--- config.mk ---
export PLATFORM = sky130hd
export DESIGN_NAME = imem_loader
export DESIGN_NICKNAME = d
export VERILOG_FILES = /design/src/rtl/imem_loader.sv
export SDC_FILE = /design/constraint.sdc
export NUM_CORES = 1
export LEC_CHECK = 0
export CAP_MARGIN = 30
export CORE_ASPECT_RATIO = 0.8
export CORE_UTILIZATION = 40
export CTS_BUF_LIST = sky130_fd_sc_hd__clkbuf_8
export DETAILED_ROUTE_END_ITERATION = 10
export GPL_ROUTABILITY_DRIVEN = 0
export SYNTH_ARGS = -nofsm -noshare
export SYNTH_HDL_FRONTEND = slang
export SYNTH_SLANG_ARGS = --single-unit
--- constraint.sdc ---
create_clock -name clk -period 10.08 [get_ports clk]
set_clock_uncertainty 0.05 [all_clocks]
set_input_delay 1.512 -clock clk [delete_from_list [all_inputs] [get_ports clk]]
set_output_delay 1.512 -clock clk [all_outputs]
set_load 0.02 [all_outputs]
--- src/rtl/imem_loader.sv ---
// imem_loader: receives a header halfword N followed by N pairs of
// {upper, lower} instruction halves over a valid/ready handshake, packs
// each pair into a 32-bit word and writes the words sequentially into
// instruction memory from BASE_ADDR. The processor is held in reset
// while a load is in progress and released once the session completes.
module imem_loader #(
  parameter int ADDR_WIDTH    = 12,
  parameter int DEPTH         = 4096,
  parameter int BASE_ADDR     = 0,
  parameter int HOLD_AT_RESET = 1
) (
  input  logic                  clk,
  input  logic                  rst,
  input  logic                  i_start,
  input  logic [15:0]           i_data,
  input  logic                  i_valid,
  output logic                  o_ready,
  output logic                  o_mem_we,
  output logic [ADDR_WIDTH-1:0] o_mem_addr,
  output logic [31:0]           o_mem_wdata,
  output logic                  o_cpu_hold,
  output logic                  o_busy,
  output logic                  o_done,
  output logic                  o_err,
  output logic [15:0]           o_count
);

  typedef enum logic [2:0] {
    IDLE = 3'd0,
    HDR  = 3'd1,
    HI   = 3'd2,
    LO   = 3'd3,
    WR   = 3'd4,
    FIN  = 3'd5
  } loaderState_t;

  // Number of words that fit between BASE_ADDR and the top of memory.
  // Kept one bit wider than the header so a full 64K-word memory still
  // compares correctly.
  localparam logic [16:0]           CAPACITY = 17'(DEPTH - BASE_ADDR);
  localparam logic [ADDR_WIDTH-1:0] BASE     = ADDR_WIDTH'(BASE_ADDR);
  localparam logic                  HOLD_RST = (HOLD_AT_RESET != 0);

  loaderState_t state_r;
  logic [15:0]  numWords_r;
  logic [15:0]  hiHalf_r;

  logic         xfer_s;
  logic         hdrTooBig_s;
  logic         lastWord_s;

  // Handshake decode and end-of-session/capacity comparisons.
  always_comb begin
    xfer_s      = i_valid && o_ready;
    hdrTooBig_s = ({1'b0, i_data} > CAPACITY);
    lastWord_s  = ((o_count + 16'd1) == numWords_r);
  end

  // Session FSM; every output is registered and updated on state transitions.
  always_ff @(posedge clk or posedge rst) begin
    if (rst) begin
      state_r     <= IDLE;
      numWords_r  <= 16'd0;
      hiHalf_r    <= 16'd0;
      o_ready     <= 1'b0;
      o_mem_we    <= 1'b0;
      o_mem_addr  <= BASE;
      o_mem_wdata <= 32'd0;
      o_cpu_hold  <= HOLD_RST;
      o_busy      <= 1'b0;
      o_done      <= 1'b0;
      o_err       <= 1'b0;
      o_count     <= 16'd0;
    end else begin
      case (state_r)
        IDLE: begin
          if (i_start) begin
            state_r    <= HDR;
            o_ready    <= 1'b1;
            o_busy     <= 1'b1;
            o_cpu_hold <= 1'b1;
            o_done     <= 1'b0;
            o_err      <= 1'b0;
            o_count    <= 16'd0;
            o_mem_addr <= BASE;
          end else begin
            state_r <= IDLE;
          end
        end

        HDR: begin
          if (xfer_s) begin
            if (i_data == 16'd0) begin
              state_r <= FIN;
              o_ready <= 1'b0;
            end else if (hdrTooBig_s) begin
              // Reject the whole session up front so memory is never
              // partially overwritten by an oversized image.
              state_r <= FIN;
              o_ready <= 1'b0;
              o_err   <= 1'b1;
            end else begin
              numWords_r <= i_data;
              state_r    <= HI;
            end
          end else begin
            state_r <= HDR;
          end
        end

        HI: begin
          if (xfer_s) begin
            hiHalf_r <= i_data;
            state_r  <= LO;
          end else begin
            state_r <= HI;
          end
        end

        LO: begin
          if (xfer_s) begin
            // Write data is only updated here so it stays stable while
            // the write enable is low.
            o_mem_wdata <= {hiHalf_r, i_data};
            o_mem_we    <= 1'b1;
            o_ready     <= 1'b0;
            state_r     <= WR;
          end else begin
            state_r <= LO;
          end
        end

        WR: begin
          o_mem_we <= 1'b0;
          o_count  <= o_count + 16'd1;
          if (lastWord_s) begin
            state_r <= FIN;
          end else begin
            o_mem_addr <= o_mem_addr + {{(ADDR_WIDTH-1){1'b0}}, 1'b1};
            o_ready    <= 1'b1;
            state_r    <= HI;
          end
        end

        FIN: begin
          o_busy     <= 1'b0;
          o_done     <= 1'b1;
          o_cpu_hold <= 1'b0;
          state_r    <= IDLE;
        end

        default: begin
          state_r  <= IDLE;
          o_ready  <= 1'b0;
          o_mem_we <= 1'b0;
          o_busy   <= 1'b0;
        end
      endcase
    end
  end

endmodule
# Word level (Yosys, flattened, before mapping)
# Cells that the tools add are included.
[classes] addsub=2 n_mul=0 n_div=0 magnitude_cmp=1 n_eq_ne=13 shift=0 mux=30 bitwise_logic=5 n_reduce_logical=19
[ops] cell="one-hot mux 16 bit (2 select lines)" n=1
[ops] cell="2-to-1 mux 12 bit" n=2
[ops] cell="one-hot mux 12 bit (2 select lines)" n=1
[ops] cell="adder 16 x 1 -> 16 bit, second input constant" n=1
[ops] cell="== test 16 bit" n=1
[ops] cell="> comparator 16 x 13 -> 1 bit, second input constant" n=1
[ops] cell="logical NOT 16 bit" n=1
[ops] cell="2-to-1 mux 16 bit" n=1
[ops] cell="2-to-1 mux 3 bit" n=5
[ops] cell="one-hot mux 3 bit (5 select lines)" n=1
[ops] cell="2-to-1 mux 1 bit" n=13
[ops] cell="adder 12 x 1 -> 12 bit, second input constant" n=1
[ops] cell="!= test 2 bit, second input constant" n=6
[ops] cell="AND reduction 2 bit" n=6
[ops] cell="one-hot mux 1 bit (2 select lines)" n=5
[ops] cell="OR reduction 4 bit" n=2
[ops] cell="== test 3 x 2 -> 1 bit, second input constant" n=2
[ops] cell="== test 3 bit, second input constant" n=2
[ops] cell="AND reduction 6 bit" n=1
[ops] cell="nonzero test 2 bit" n=3
[ops] cell="NOT 1 bit" n=5
[ops] cell="one-hot mux 1 bit (5 select lines)" n=1
[ops] cell="AND reduction 5 bit" n=1
[ops] cell="AND reduction 4 bit" n=1
[ops] cell="other kinds (6)" n=6
[totals] ff_bits=101 latchBits=0 ramBits=0 mem_bits_ro=0 input_bits=20 output_inout_bits=66 word_cells=82 n_memories=0

# Longest topological paths before layout
# Gate-level depths: netlist (run 1).
[depth] ltp_word=5 ltp_mapped=10 depth_no_buf=8

# Worst setup path before layout (run 1)
# Ideal clock, no wire load.
[synth_timing] path_type="input to register" from="input port i_data[3]" to="register numWords_r[0]" setup_ps=125 arrival_ps=3256 required_time_ps=9905 setup_slack_ps=6649 path_stages=7 n_path_buf=1 path_cell_list="nor4_1 > nand3_1 > xnor2_1 > nor4_1 > nand2_1 > clkbuf_1 > mux2_2"
[synth_via] elab_chain_len=3 elab_cells_between_ends=5 classes_between="order compare: 1; bitwise: 2; reduce/logical: 2"
[synth_lines] item="start: declaration" line="15" rtl="input logic [15:0] i_data,"
[synth_lines] item="> comparator 16 x 13 -> 1 bit or logical NOT 16 bit (tied branches)" line="55, 93"
[synth_lines] item="NOT 1 bit (no line)"
[synth_lines] item="AND reduction 4 bit (no line) *"
[synth_lines] item="end signal: assignment" line="103" rtl="numWords_r <= i_data;"
[synth_lines] item="end: declaration" line="45" rtl="logic [15:0] numWords_r;"
# Mark *: on every way between the ends. The rest lies on a longest branch, timed or not.
# A chain may end at the register's enable or synchronous reset.

# Final worst setup path (run 1)
[layout_timing] from="input port i_data[0]" to="register numWords_r[7]"
# Same word-level chain as after synthesis.

==> results of run 1 <==
-- registers in the layout (all words and copies together), names as in the netlist --
name         cells
o_mem_addr      12
o_err            1
o_busy           1
o_mem_wdata     32
o_cpu_hold       1
o_mem_we         1
o_done           1
state_r          3
hiHalf_r        16
o_ready          1
numWords_r      16
o_count         16
-- cells by family (layout without fill, tap and decap cells) --
| kind of cell | after synthesis | in the layout | synth area share, % |
|---|---|---|---|
| AO/OA/AOI/OAI | 72 | 72 | 9.30 |
| AND/OR/NAND/NOR | 130 | 130 | 14.9 |
| multiplexers | 68 | 68 | 15.6 |
| buffers and inverters | 34 | 118 | 2.76 |
| XOR/XNOR | 24 | 24 | 4.65 |
| adder cells (fa/ha/maj) | 2 | 2 | 0.517 |
| flip-flops | 101 | 101 | 52.2 |
-- report_power, final --
part	total [µW]	leakage (µW)	internal [µW]	switching [µW]
sequential	637	0.00134	532	105
clock	252	0.0000992	101	151
combinational	541	0.00127	282	259
total	1430	0.00271	915	515
-- area by class of cell --
| cell class | count | area share, % |
|---|---|---|
| sequential | 101 | 41.9 |
| multi-input combinational | 296 | 36.1 |
| timing repair buffer | 90 | 15.0 |
| tap | 148 | 3.07 |
| clock buffer | 10 | 2.28 |
| clock inverter | 6 | 0.850 |
| inverter | 12 | 0.787 |
-- final timing paths --
check	startpoint	endpoint	slack (ns)	cells after the start
min reg2reg	o_mem_we	o_mem_we	0.44	2
min	o_mem_we	o_mem_we	0.44	2
max reg2reg	o_count[0]	state_r[1]	6.86	8
min in group asynchronous	rst	o_count[10]	1.39	2
max in group asynchronous	rst	o_cpu_hold	7.50	4
max	i_data[0]	numWords_r[7]	5.93	7
-- layer usage --
| layer | global-route usage, % | part of all wire (%) | up-vias |
|---|---|---|---|
| met1 | 28.1 | 51 | 1809 |
| met4 | 5.53 | 0.94 | 0 |
| li1 | - | - | 1700 |
| met2 | 27.0 | 41 | 105 |
| met5 | 0 | 0 | - |
| met3 | 5.44 | 6.4 | 8 |
-- per-stage QoR --
| step | setup WS (ns) | hold WS (ns) | utilization [%] | area (µm²) | power (µW) |
|---|---|---|---|---|---|
| CTS | 5.92 | 0.447 | 51.8 | 6040 | 1440 |
| global placement | 5.64 | 0.422 | 50.0 | 5820 | 1180 |
| finish | 5.93 | 0.436 | 51.8 | 6040 | 1430 |
| detailed placement | 5.51 | 0.423 | 50.2 | 5850 | 1190 |
| floorplan | 5.87 | 0.424 | - | 4840 | 954 |
| global route | 5.67 | 0.479 | 51.8 | 6040 | 1520 |
-- worst max-delay path: stages --
cell and delay (ns):
clkdlybuf4s50_1 0.49, nor4_1 0.37, nand3_1 0.20, xnor2_1 0.16, nor4_1 0.57, nand2_1 0.61
mux2_2 0.44
-- cell usage in the layout, fill, tap and decap left out, types with 2 or more instances in the layout --
master	synthesis	layout
nand4_4	2	2
nand2_1	29	29
a31oi_1	5	5
nor4_1	6	6
nand2b_1	3	3
o31ai_1	4	4
or3_1	2	2
xor2_1	6	6
nand4_1	12	12
a31o_2	6	6
mux2i_1	7	7
mux2_2	61	61
inv_6	0	2
clkinv_4	0	2
a21o_1	2	2
nand3_1	16	16
clkdlybuf4s50_1	0	85
nor3_1	5	5
ha_1	2	2
a21oi_1	11	11
xnor2_1	17	17
dfrtp_1	100	100
inv_1	12	11
o2111ai_1	2	2
clkbuf_8	0	10
and2_1	9	9
nor2_1	28	28
buf_4	0	4
and4_1	2	2
o21ai_0	32	32
and3_1	9	9
==> summary.txt, run 1 <==
Layout
  • Fill count: 1041
  • FF/Latch Area: 2530 µm²
  • Ant. Diodes: 0
  • Final Instance Count excl. Fillers: 663
  • Multi-input logic area: 2180 µm²
  • Fraction of layout cells with a size suffix above 1: 18.8%
  • Nets: 532
  • Area Overhead vs Synth: 24.7%

Yosys
  • Area leader, netlist: dfrtp_1
  • Synth top area share: 51.7%
  • Post-synth EDFFs: 0
  • Unique masters post-synth: 48
  • Main synth FF type: dfrtp_1
  • Syn Area/Cell: 11.2 µm²
  • Synthesized cell area: 4840 µm²
  • Register area share after synthesis: 52.2%
  • Post-synth ARST share: 100%
  • Post-synth net total: 453
  • Area contributors post-synth: dfrtp_1, mux2_2, o21ai_0, xnor2_1, nand2_1
  • Top post-synthesis cells by count: dfrtp_1, mux2_2, o21ai_0
  • Synth Instances: 431
  • Yosys warnings: 0
  • Register bit total from synthesis: 101
  • Count leader, synth: dfrtp_1

Run
  • Max_cap viols: 0

Setup path
  • Startpoint Class: primary input
  • Crit Path Max Fanout: 16
  • CP endpoint kind: register
  • Crit path DAT: 4.37 ns
  • Critical path class: in2reg
  • CP required: 10.30 ns

Clock tree
  • Post-CTS Hold Fix Bufs: 0
  • Reg clk slew, reported paths: 0.10 ns
  • TritonCTS clock tree: built
  • Setup Buffers After CTS: 0
  • Total CTS buffers: 9
  • H-tree levels: 3
  • Worst-skew pair later-pin latency: 0.37 ns
  • Clk sinks: 101
  • CTS resizes: 0
  • CTS Buffer Depth: 2
  • CTS root buffer: clkbuf_8

STA
  • Normalized max-slew margin: 33.6%
  • Tmin final: 4.15 ns
  • Slew Limit Fails: 0
  • Fin. Hold Viols: 0
  • Endpoints failing setup: 0
  • Fmax: 241 MHz
  • Unrepaired setup endpoints after global routing: no
  • Measured slew at the worst slew-check pin: 0.992 ns
  • Final setup TNS: 0 ns
  • Final period utilization: 41.2%

GRT
  • Initial antenna violation count: 0
  • Vias in the first global route: 3462
  • Overall Global Routing Usage: 19.0%
  • Largest net degree at the start of global routing: 45
  • Total global routing overflow: 0
  • First-pass GRT wire length: 18500 µm

Min path
  • HP Class: reg2reg

Outcome
  • Status: complete, but fails checks
  • Failing checks: DRC

Routing
  • DR DRC count: 8
  • Vias per inst: 5.46
  • DRT antenna net count: 0
  • Routed wire length: 11200 µm
  • Vias: 3622
  • Pre-antenna DRT Iters: 10
  • Per-cell routed wire length: 16.9 µm
  • Starting DRT DRC Count: 202

Floorplanning
  • Die X: 125 µm
  • Row count: 35
  • DIE AREA: 12600 µm²
  • Die extent in y: 100 µm
  • Core ar.: 11600 µm²
  • Io pins: 86
  • Initial core utilization: 41.6%

Power
  • Pwr Density: 237 nW/µm²
  • Maximum vdd ir drop: 0.118 mV
  • Leakage: 0.00271 µW

Placement
  • Hpwl dp: 7880 µm
  • IO buf count: 85
  • Placed insts: 647
Note: power is estimated with default switching activity, not from simulation.
==> run 2: changes to the inputs <==
==> constraint.sdc (replaced) <==
create_clock -name clk -period 3.95 [get_ports clk]
set_clock_uncertainty 0.05 [all_clocks]
set_input_delay 0.5925 -clock clk [delete_from_list [all_inputs] [get_ports clk]]
set_output_delay 0.5925 -clock clk [all_outputs]
set_load 0.02 [all_outputs]
==> summary.txt, run 2 (same netlist as run 1, synthesis figures left out) <==
Setup path
  • CP endpoint kind: register
  • Crit path DAT: 3.44 ns
  • Worst Reg-to-Reg Cells: 8
  • CP required: 4.17 ns
  • Crit Path Max Fanout: 19
  • Critical path class: reg2reg
  • Startpoint Class: register

STA
  • Final setup TNS: 0 ns
  • Final period utilization: 81.6%
  • Slew Limit Fails: 0
  • Measured slew at the worst slew-check pin: 1.03 ns
  • Endpoints failing setup: 0
  • Tmin final: 3.22 ns
  • Fin. Hold Viols: 0
  • Fmax: 310 MHz
  • Normalized max-slew margin: 30.9%
  • Unrepaired setup endpoints after global routing: no

GRT
  • Routing usage on met3: 6.56%
  • Met2 Usage GRT: 26.6%
  • GR peak layer: met1
  • Initial antenna violation count: 0
  • Largest net degree at the start of global routing: 65
  • First-pass GRT wire length: 18500 µm
  • Overall Global Routing Usage: 19.0%
  • Global-route track usage on met1: 27.3%
  • Vias in the first global route: 3500
  • Total global routing overflow: 0

Layout
  • Fraction of layout cells with a size suffix above 1: 18.8%
  • Largest register FFs: 32
  • Ant. Diodes: 0
  • Area Overhead vs Synth: 24.4%
  • Commonest non-fill, non-tap cells in the layout: dfrtp_1, clkdlybuf4s50_1, mux2_2, o21ai_0, nand2_1
  • Nets: 532
  • Commonest non-fill, non-tap cell in the layout: dfrtp_1
  • Largest reg by FF count: o_mem_wdata

Floorplanning
  • Core ar.: 11600 µm²
  • DIE AREA: 12600 µm²
  • Initial core utilization: 41.6%
  • Die extent in y: 100 µm
  • Io pins: 86
  • Die X: 125 µm
  • Row count: 35

Clock tree
  • Setup Buffers After CTS: 0
  • Worst-skew pair later-pin latency: 0.38 ns
  • Reg clk slew, reported paths: 0.10 ns
  • H-tree levels: 3
  • CTS resizes: 0
  • CTS root buffer: clkbuf_8
  • Post-CTS Hold Fix Bufs: 0
  • Clk sinks: 101
  • Total CTS buffers: 9
  • CTS Buffer Depth: 2
  • TritonCTS clock tree: built

Routing
  • DR DRC count: 9
  • Vias per inst: 5.45
  • Routed wire length: 11100 µm
  • Starting DRT DRC Count: 213
  • Per-cell routed wire length: 16.8 µm
  • Pre-antenna DRT Iters: 7
  • Vias: 3615
  • DRT antenna net count: 0

Power
  • Pwr Total: 3630 µW
  • Leakage: 0.00270 µW
  • Clock power frac: 17.1%
  • Sw Share: 36.2%
  • Comb power frac: 38.1%
  • Internal: 2310 µW
  • Maximum vdd ir drop: 0.375 mV
  • Pwr Density: 602 nW/µm²
  • Net Sw Power: 1310 µW
  • Seq pwr share: 44.7%

Outcome
  • Failing checks: DRC
  • Status: complete, but fails checks

Min path
  • HP Class: reg2reg
  • Hold Path Depth: 2

Placement
  • IO buf count: 85
  • Hpwl dp: 7770 µm

Run
  • Max_cap viols: 0
==> run 2: power by group through the flow <==
stage	clock, µW	sequential, µW	combinational [µW]
floorplan	0	1780	652
global placement	0	1630	1380
finish	622	1620	1380
global route	696	1670	1500
CTS	658	1620	1400
detailed placement	0	1640	1390
==> run 2: path summary, 6_finish.rpt <==
check / startpoint / to / slack [ns]
worst max-delay path: o_count[0] / state_r[1] / 0.73
worst min-delay path: o_mem_we / o_mem_we / 0.44
worst max register to register: o_count[0] / state_r[1] / 0.73
worst min register to register: o_mem_we / o_mem_we / 0.44
max in group asynchronous: rst / o_cpu_hold / 2.44
min in group asynchronous: rst / o_mem_addr[3] / 0.68
==> run 2: layout make-up <==
cell class / instances / area [µm²]
tap: 148 / 185
multi-input combinational: 296 / 2180
timing repair buffer: 90 / 901
fill: 1080 / 5620
clock buffer: 9 / 124
inverter: 12 / 47.5
clock inverter: 7 / 60.1
sequential: 101 / 2530
==> run 2: critical path, stage by stage, from the launching register on <==
cell and delay [ns]:
dfrtp_1 0.52, ha_1 0.36, nand3_1 0.16, nor2_1 0.42
a21oi_1 0.13, nor4_1 0.49, nand4_4 0.37, and2_4 0.31
a311o_1 0.31
==> run 2: per-stage QoR <==
step           utilization (%)  hold WS [ns]  instance area [µm²]  setup WS, ns  instances
6_report                  51.7         0.439                 6030         0.727        663
2_1_floorplan                -         0.424                 4840         0.662        431
3_3_place_gp              50.2         0.426                 5840         0.403        647
5_1_grt                   51.7         0.474                 6030         0.449        663
3_5_place_dp              50.2         0.429                 5840         0.317        647
4_1_cts                   51.7         0.455                 6030         0.735        663
==> run 2: per-layer routing <==
metal	share of wire [%]	vias up
met4	1.0	0
met2	41	98
met5	0	-
li1	-	1708
met1	51	1800
met3	7.0	9
==> run 3: changes to the inputs <==
==> constraint.sdc (replaced) <==
create_clock -name clk -period 3 [get_ports clk]
set_clock_uncertainty 0.05 [all_clocks]
set_input_delay 0.45 -clock clk [delete_from_list [all_inputs] [get_ports clk]]
set_output_delay 0.45 -clock clk [all_outputs]
set_load 0.02 [all_outputs]
==> summary.txt, run 3 (same netlist as run 1, synthesis figures left out) <==
Outcome
  • Status: complete, but fails checks
  • Failing checks: DRC

Setup path
  • R2R Path End: o_mem_addr[7]
  • Startpoint Class: register
  • Slowest stage cell on the critical path: dfrtp_1
  • Max incr delay on CP: 0.53 ns
  • Worst Setup EP: o_mem_addr[7]
  • Crit Path Max Fanout: 17
  • CP required: 3.22 ns
  • Worst setup path start: o_count[0]
  • Crit path depth: 9
  • Buf+Inv Stages, Crit Path: 1
  • Critical-path cell list: ha_2 > nand2_1 > or3_1 > a21oi_1 > nor4b_4 > nand4_4 > buf_4 > and4_1 > o21a_1
  • Critical path class: reg2reg
  • Worst Reg-to-Reg Cells: 9
  • CP endpoint kind: register
  • Reg2reg setup slack: 0.25 ns
  • Worst reg2reg startpoint: o_count[0]
  • Crit path DAT: 2.97 ns
  • Delay-heaviest family, CP: simple AND/OR/NAND/NOR gates

Layout
  • Cell area after layout: 6090 µm²
  • Ant. Diodes: 0
  • Commonest non-fill, non-tap cell in the layout: dfrtp_1
  • Final Instance Count excl. Fillers: 672
  • FF/Latch Area: 2530 µm²
  • Commonest non-fill, non-tap cells in the layout: dfrtp_1, clkdlybuf4s50_1, mux2_2, o21ai_0, nand2_1
  • Largest register FFs: 32
  • Fill count: 1057
  • Largest reg by FF count: o_mem_wdata
  • Nets: 541
  • Multi-input logic area: 2180 µm²
  • Fraction of layout cells with a size suffix above 1: 20.4%
  • Area Overhead vs Synth: 25.9%

STA
  • Slew Limit Fails: 0
  • Tmin final: 2.75 ns
  • Fmax: 364 MHz
  • Fin. Hold Viols: 0
  • Endpoints failing setup: 0
  • Measured slew at the worst slew-check pin: 0.923 ns
  • Final period utilization: 91.5%
  • Unrepaired setup endpoints after global routing: no
  • Normalized max-slew margin: 38.3%
  • Final setup TNS: 0 ns
  • Final worst slack: 0.255 ns

GRT
  • Largest net degree at the start of global routing: 102
  • Initial antenna violation count: 0
  • Total global routing overflow: 0
  • First-pass GRT wire length: 19000 µm
  • Overall Global Routing Usage: 19.3%
  • Vias in the first global route: 3620

Placement
  • Placed insts: 656
  • Dpl ws: 0.235 ns
  • Hpwl dp: 7910 µm
  • Area post-placement: 5910 µm²
  • IO buf count: 85

Routing
  • Routed wire length: 11300 µm
  • Vias: 3647
  • DRT antenna net count: 0
  • Per-cell routed wire length: 16.8 µm
  • Starting DRT DRC Count: 188
  • Pre-antenna DRT Iters: 7
  • DR DRC count: 16
  • Vias per inst: 5.43

Clock tree
  • Worst-skew pair later-pin latency: 0.37 ns
  • Total CTS buffers: 9
  • CTS Buffer Depth: 2
  • Reg clk slew, reported paths: 0.10 ns
  • H-tree levels: 3
  • TritonCTS clock tree: built
  • Clk sinks: 101
  • CTS root buffer: clkbuf_8
  • Setup Buffers After CTS: 0

Floorplanning
  • DIE AREA: 12600 µm²
  • Row count: 35
  • Io pins: 86
  • Die extent in y: 100 µm
  • Core ar.: 11600 µm²
  • Initial core utilization: 41.6%
  • Die X: 125 µm

Power
  • Maximum vdd ir drop: 0.477 mV
  • Leakage: 0.00274 µW
  • Pwr Density: 787 nW/µm²
  • Pwr Total: 4800 µW

Run
  • Max_cap viols: 0

Min path
  • HP Class: reg2reg
## run 3: cell types whose count changed in the layout (fill, tap and decap cells not counted)
cell        delta
ha_2           +1
clkinvlp_4     +1
clkinv_8       -1
inv_4          -1
buf_4          +9
ha_1           -1
inv_6          -1
inv_8          +2
## run 3: stage by stage
step / utilization, % / hold WS (ns)
2_1_floorplan: - / 0.424
6_report: 52.3 / 0.443
3_5_place_dp: 50.7 / 0.426
3_3_place_gp: 50.7 / 0.421
5_1_grt: 52.3 / 0.481
4_1_cts: 52.3 / 0.451
## run 3: cell type report
type	instances	share of cell area [%]
Sequential cell	101	41.5
Multi-Input combinational cell	296	35.8
Timing Repair Buffer	99	15.9
Tap cell	148	3.04
Clock buffer	9	2.03
Clock inverter	7	0.944
Inverter	12	0.801
## run 3: what timing repair did
action,CTS,global route
endpoints found under the setup margin,0,7
hold endpoints to repair,0,0
gates resized for setup,0,1
hold buffers,0,0
## run 3: worst register-to-register path, cell delays in order, from the launching register on
cell and delay (ns):
dfrtp_1 0.53, ha_2 0.33, nand2_1 0.18, or3_1 0.38
a21oi_1 0.18, nor4b_4 0.28, nand4_4 0.14, buf_4 0.23
and4_1 0.19, o21a_1 0.16
## run 3: layer usage
| metal | track usage (%) | vias up | part of all wire (%) |
|---|---|---|---|
| li1 | - | 1723 | - |
| met1 | 26.9 | 1824 | 49 |
| met2 | 29.1 | 90 | 43 |
| met3 | 6.50 | 10 | 6.5 |
| met4 | 4.97 | 0 | 0.93 |
| met5 | 0 | - | 0 |
## run 3: how the worst min path moves through the flow
stage | startpoint | to | slack [ns] | cells after the start
floorplan | numWords_r[15] | numWords_r[15] | 0.42 | 1
global placement | o_mem_we | o_mem_we | 0.42 | 2
detailed placement | o_mem_we | o_mem_we | 0.43 | 2
CTS | o_mem_we | o_mem_we | 0.45 | 2
global route | hiHalf_r[3] | o_mem_wdata[19] | 0.48 | 1
finish | o_mem_we | o_mem_we | 0.44 | 2
## run 3: power by group
part / switching [µW] / internal (µW) / leakage, µW
Clock: 511 / 315 / 0.0000934
Combinational: 885 / 959 / 0.00131
Sequential: 339 / 1790 / 0.00134
==> RTL edit 1, RTL diff (config.mk and constraints of run 3) <==
`HOLD_AT_RESET`: 1 -> 0.
--- a/src/rtl/imem_loader.sv
+++ b/src/rtl/imem_loader.sv
@@ -7,7 +7,7 @@
   parameter int ADDR_WIDTH    = 12,
   parameter int DEPTH         = 4096,
   parameter int BASE_ADDR     = 0,
-  parameter int HOLD_AT_RESET = 1
+  parameter int HOLD_AT_RESET = 0
 ) (
   input  logic                  clk,
   input  logic                  rst,
Check against the original RTL: not equivalent (Yosys sat finds a counterexample within 4 cycles, from zero or initial values and one cycle with rst high).
==> RTL edit 1 against run 3 <==
- the run still ends with DRC left
- fmax rose by 1.7%
- sequential cell count did not move
- area after synthesis about the same
- power is 0.28% lower
- final area grew 0.12%
- wire length rose by 0.24%
- worst setup slack gained 46 ps
- largest cell class unchanged
- global-route usage grew 0.32 points
==> RTL edit 1: results (changes against run 3) <==
Status: finished, violations left (unchanged). Violated checks: DRC (unchanged). The global-route wire length before repair was 19.25 mm (was 19.02 mm). The highest signal layer in the routed design was met4 (unchanged). Most frequent cells after synthesis: sky130_fd_sc_hd__dfrtp_1 (101), sky130_fd_sc_hd__mux2_2 (61), sky130_fd_sc_hd__o21ai_0 (32) (was sky130_fd_sc_hd__dfrtp_1 (100), sky130_fd_sc_hd__mux2_2 (61), sky130_fd_sc_hd__o21ai_0 (32)). The maximum clock path buffer count came to 2 (unchanged).

The proportion of synthesized chip area in sequential cells is 52.21% (was 52.22%). The clock buffer count from CTS came out at 9 (unchanged). The layout net count is 543 (was 541). The worst max-slew margin expressed relative to the limit came out at 36.56% (was 38.25%). The peak supply drop came to 0.0004238 V (was 0.0004773 V).

The number of remaining DRC errors is 10 (was 16). The total global routing track utilization came out at 19.67% (was 19.35%). The number of distinct library cell variants in the gate-level netlist after synthesis is 47 (was 48). The routed metal-1 wire length is 5.693 mm (was 5.571 mm).

The number of DRC markers after the initial detailed-route iteration came to 227 (was 188). The count of buffers from port buffering is 85 (unchanged). The filler cell count in the final layout came out at 1041 (was 1057). The highest cell delay on the worst timing path came to 510 ps (was 530 ps). The ratio of routed vias to standard cells is 5.405 (was 5.427). Leading post-synthesis cells by cell area: sky130_fd_sc_hd__dfrtp_1 (52%), sky130_fd_sc_hd__mux2_2 (14%), sky130_fd_sc_hd__o21ai_0 (3.3%) (unchanged). The amount of wire on met2 after detailed routing was 4.709 mm (was 4.859 mm).

The detailed placer's ending HPWL was 8.036 mm (was 7.913 mm). The signal arrival time at the worst endpoint came out at 2930 ps (was 2970 ps). The wire length per cell came to 16.76 um (was 16.77 um). The highest-delay cell along the critical path is sky130_fd_sc_hd__dfrtp_1 (unchanged). The leakage power is 2.747 nW (was 2.740 nW). The largest net degree at the start of global routing was 45 (was 102). The top register by number of flip-flops is o_mem_wdata (unchanged). The via count of the first global-routing pass came to 3573 (was 3620). The detailed-routing iteration count for the pre-antenna-repair pass came out at 9 (was 7). The wire length on met3 is 774 um (was 736 um). The fraction of final layout cells sized beyond drive strength 1 is 20.15% (was 20.42%).
[RTL edit 1: cell type report]
| type | instances | area share, % |
|---|---|---|
| flip-flops and latches | 101 | 41.42 |
| clock buffers | 9 | 2.030 |
| repair buffers | 101 | 16.12 |
| multi-input cells | 296 | 35.76 |
| well taps | 148 | 3.035 |
| inverters | 12 | 0.7997 |
| clock inverters | 7 | 0.8407 |
[RTL edit 1: power breakdown]
group / total [mW] / internal (mW) / switching (mW)
clock network: 0.810 / 0.308 / 0.502
logic: 1.84 / 0.960 / 0.879
registers: 2.13 / 1.78 / 0.350
total: 4.78 / 3.05 / 1.73
[RTL edit 1: stage by stage]
step,instance area [um^2],instances,setup WS (ps),util (%)
detailed placement,5924,658,262.5,50.86
global route,6102,674,58.11,52.38
CTS,6100,674,239.7,52.36
floorplan,4845,431,220.1,-
finish,6102,674,300.7,52.38
global placement,5924,658,322.4,50.86
[RTL edit 1: cells by family after synthesis]
family | share of synthesized area, %
AOI/OAI and AO/OA | 9.305
xor gates and xnor gates | 4.652
muxes | 15.64
and+or+nand+nor | 14.91
buffers and inverters | 2.765
adders and majority gates | 0.5168
DFF | 52.21
[RTL edit 1: final timing paths]
check / from / to / slack (ps) / cells after the start
setup reg to reg: o_count[0]$_DFFE_PP0P_ / o_mem_addr[7]$_DFFE_PP0P_ / 300 / 9
max in group asynchronous: rst / hiHalf_r[15]$_DFFE_PP0P_ / 1750 / 3
min in group asynchronous: rst / hiHalf_r[13]$_DFFE_PP0P_ / 460 / 2
hold / removal: o_mem_we$_DFFE_PP0P_ / o_mem_we$_DFFE_PP0P_ / 430 / 2
hold reg to reg: o_mem_we$_DFFE_PP0P_ / o_mem_we$_DFFE_PP0P_ / 430 / 2
setup / recovery: o_count[0]$_DFFE_PP0P_ / o_mem_addr[7]$_DFFE_PP0P_ / 300 / 9
[RTL edit 1: metal layers]
metal  vias up  global-route usage [%]
met4         0                   5.629
met3        11                   6.503
met2        85                   28.92
li1       1722                       -
met5         -                       0
met1      1825                   27.66
[RTL edit 1: worst min-delay path: stages (launching register included)]
cell and delay, ps:
sky130_fd_sc_hd__dfrtp_1 350, sky130_fd_sc_hd__nand2_1 50, sky130_fd_sc_hd__nand2_1 50
==> RTL edit 2, RTL diff (flow settings as in run 3) <==
Without the edit above. Encoding of `loaderState_t`: now one-hot (6 bits for 6 states).
--- a/src/rtl/imem_loader.sv
+++ b/src/rtl/imem_loader.sv
@@ -25,13 +25,13 @@
   output logic [15:0]           o_count
 );
 
-  typedef enum logic [2:0] {
-    IDLE = 3'd0,
-    HDR  = 3'd1,
-    HI   = 3'd2,
-    LO   = 3'd3,
-    WR   = 3'd4,
-    FIN  = 3'd5
+  typedef enum logic [5:0] {
+    IDLE = 6'b000001,
+    HDR  = 6'b000010,
+    HI   = 6'b000100,
+    LO   = 6'b001000,
+    WR   = 6'b010000,
+    FIN  = 6'b100000
   } loaderState_t;
 
   // Number of words that fit between BASE_ADDR and the top of memory.
Behaviour: no difference found for any inputs over 10 cycles, from zero or initial values and one cycle with rst high; not proved beyond that.
==> RTL edit 2 against run 3 <==
- via count rose by 10%
- wire length rose by 8.8%
- utilization rose by 0.16 points
- cell count rose by 9.7%
- non-clock buffer count rose by 13
- highest routed layer unchanged
- synthesized cell count rose by 11%
- hold slack got worse by 25 ps
- area after synthesis rose by 3.2%
- final area rose by 4.7%
- worst setup slack improved by 39 ps
- sequential cell count rose by 3
Power is not compared: it rests on default switching activity, and its combinational part moved more than twofold at a synthesized area within 25%.
==> RTL edit 2: results (changes against run 3) <==
The cell count after placement was 721 (was 656). The number of distinct library cell variants in the gate-level netlist after synthesis is 59 (was 48). The fraction of final layout cells sized beyond drive strength 1 came out at 17.44% (was 20.42%). Most frequent cells after synthesis: sky130_fd_sc_hd__dfrtp_1 (102), sky130_fd_sc_hd__nand2_1 (87), sky130_fd_sc_hd__mux2_2 (43) (was sky130_fd_sc_hd__dfrtp_1 (100), sky130_fd_sc_hd__mux2_2 (61), sky130_fd_sc_hd__o21ai_0 (32)). The instance area at placement is 6196 um^2 (was 5911 um^2). The mean instance size in the synthesized netlist is 10.41 um^2 (was 11.23 um^2).

The adder and majority gate portion of the synthesized area came out at 0.5008% (was 0.5168%). The via count of the first global-routing pass is 3942 (was 3620). The largest net degree at the start of global routing came out at 38 (was 102).

The wire length on met3 came out at 616 um (was 736 um). The sequential cell area in the final layout is 2605 um^2 (was 2529 um^2). Leading post-synthesis cells by cell area: sky130_fd_sc_hd__dfrtp_1 (51%), sky130_fd_sc_hd__mux2_2 (9.7%), sky130_fd_sc_hd__nand2_1 (6.5%) (was sky130_fd_sc_hd__dfrtp_1 (52%), sky130_fd_sc_hd__mux2_2 (14%), sky130_fd_sc_hd__o21ai_0 (3.3%)). The worst slack on hold paths came out at 417.7 ps (was 442.8 ps).

The detailed-route wire length came to 12.27 mm (was 11.27 mm). The count of clock tree sinks is 104 (was 101). The non-clock buffer area fraction after layout was 17.29% (was 15.89%). The count of multi-input combinational gates was 345 (was 296).

The number of ordinary and repair buffers in the finished layout came out at 112 (was 99). The multi-input gate share of total cell area came out at 35.46% (was 35.80%). The synthesized netlist net count is 502 (was 453). The highest cell delay on the worst timing path came out at 500 ps (was 530 ps). The filler cell count in the final layout came out at 1072 (was 1057).

The number of DRC markers after the initial detailed-route iteration came to 264 (was 188). The wire length per cell came out at 16.65 um (was 16.77 um). The mux contribution to synthesized area came out at 10.34% (was 15.63%). The total global routing track utilization came out at 20.39% (was 19.35%). The completed layout was analyzed and its total power is 2.941 mW.

Status: completed (was finished, violations left). The signal arrival time at the worst endpoint came to 2980 ps (was 2970 ps). The die span in x came out at 127.0 um (was 125.0 um). The worst-case hold path end point is o_mem_wdata[18]$_DFFE_PP0P_ (was o_mem_we$_DFFE_PP0P_). The setup slack after placement is -24.84 ps (was 235.5 ps). The detailed placer's ending HPWL came out at 8.686 mm (was 7.913 mm).

The internal reg-to-reg setup slack is 290 ps (was 250 ps). The number of non-clock inverters in the layout is 8 (was 12). The routed via count came to 4020 (was 3647). The highest-delay cell along the critical path is sky130_fd_sc_hd__or4_1 (was sky130_fd_sc_hd__dfrtp_1). The amount of wire on met2 after detailed routing is 5.756 mm (was 4.859 mm). The final period demand of the worst path is 2707 ps (was 2745 ps). The detailed-routing iteration count for the pre-antenna-repair pass came out at 5 (was 7). The worst max-slew margin expressed relative to the limit is 47.04% (was 38.25%).
==> RTL edit 2: cell types whose count changed after synthesis, moves of 6 or more <==
| cell | change |
|---|---|
| sky130_fd_sc_hd__nand4_1 | -7 |
| sky130_fd_sc_hd__and2_1 | -7 |
| sky130_fd_sc_hd__or4_1 | +6 |
| sky130_fd_sc_hd__nand2_1 | +58 |
| sky130_fd_sc_hd__a31o_2 | -6 |
| sky130_fd_sc_hd__nand3_1 | +10 |
| sky130_fd_sc_hd__mux2_2 | -18 |
| sky130_fd_sc_hd__mux2i_1 | -6 |
| sky130_fd_sc_hd__nor4_1 | +6 |
| sky130_fd_sc_hd__nor2_1 | -9 |
==> RTL edit 2: metal layers <==
layer	global-route usage, %	vias up
met2	33.05	105
met5	0	-
li1	-	1905
met4	5.678	0
met1	27.63	1998
met3	4.817	12
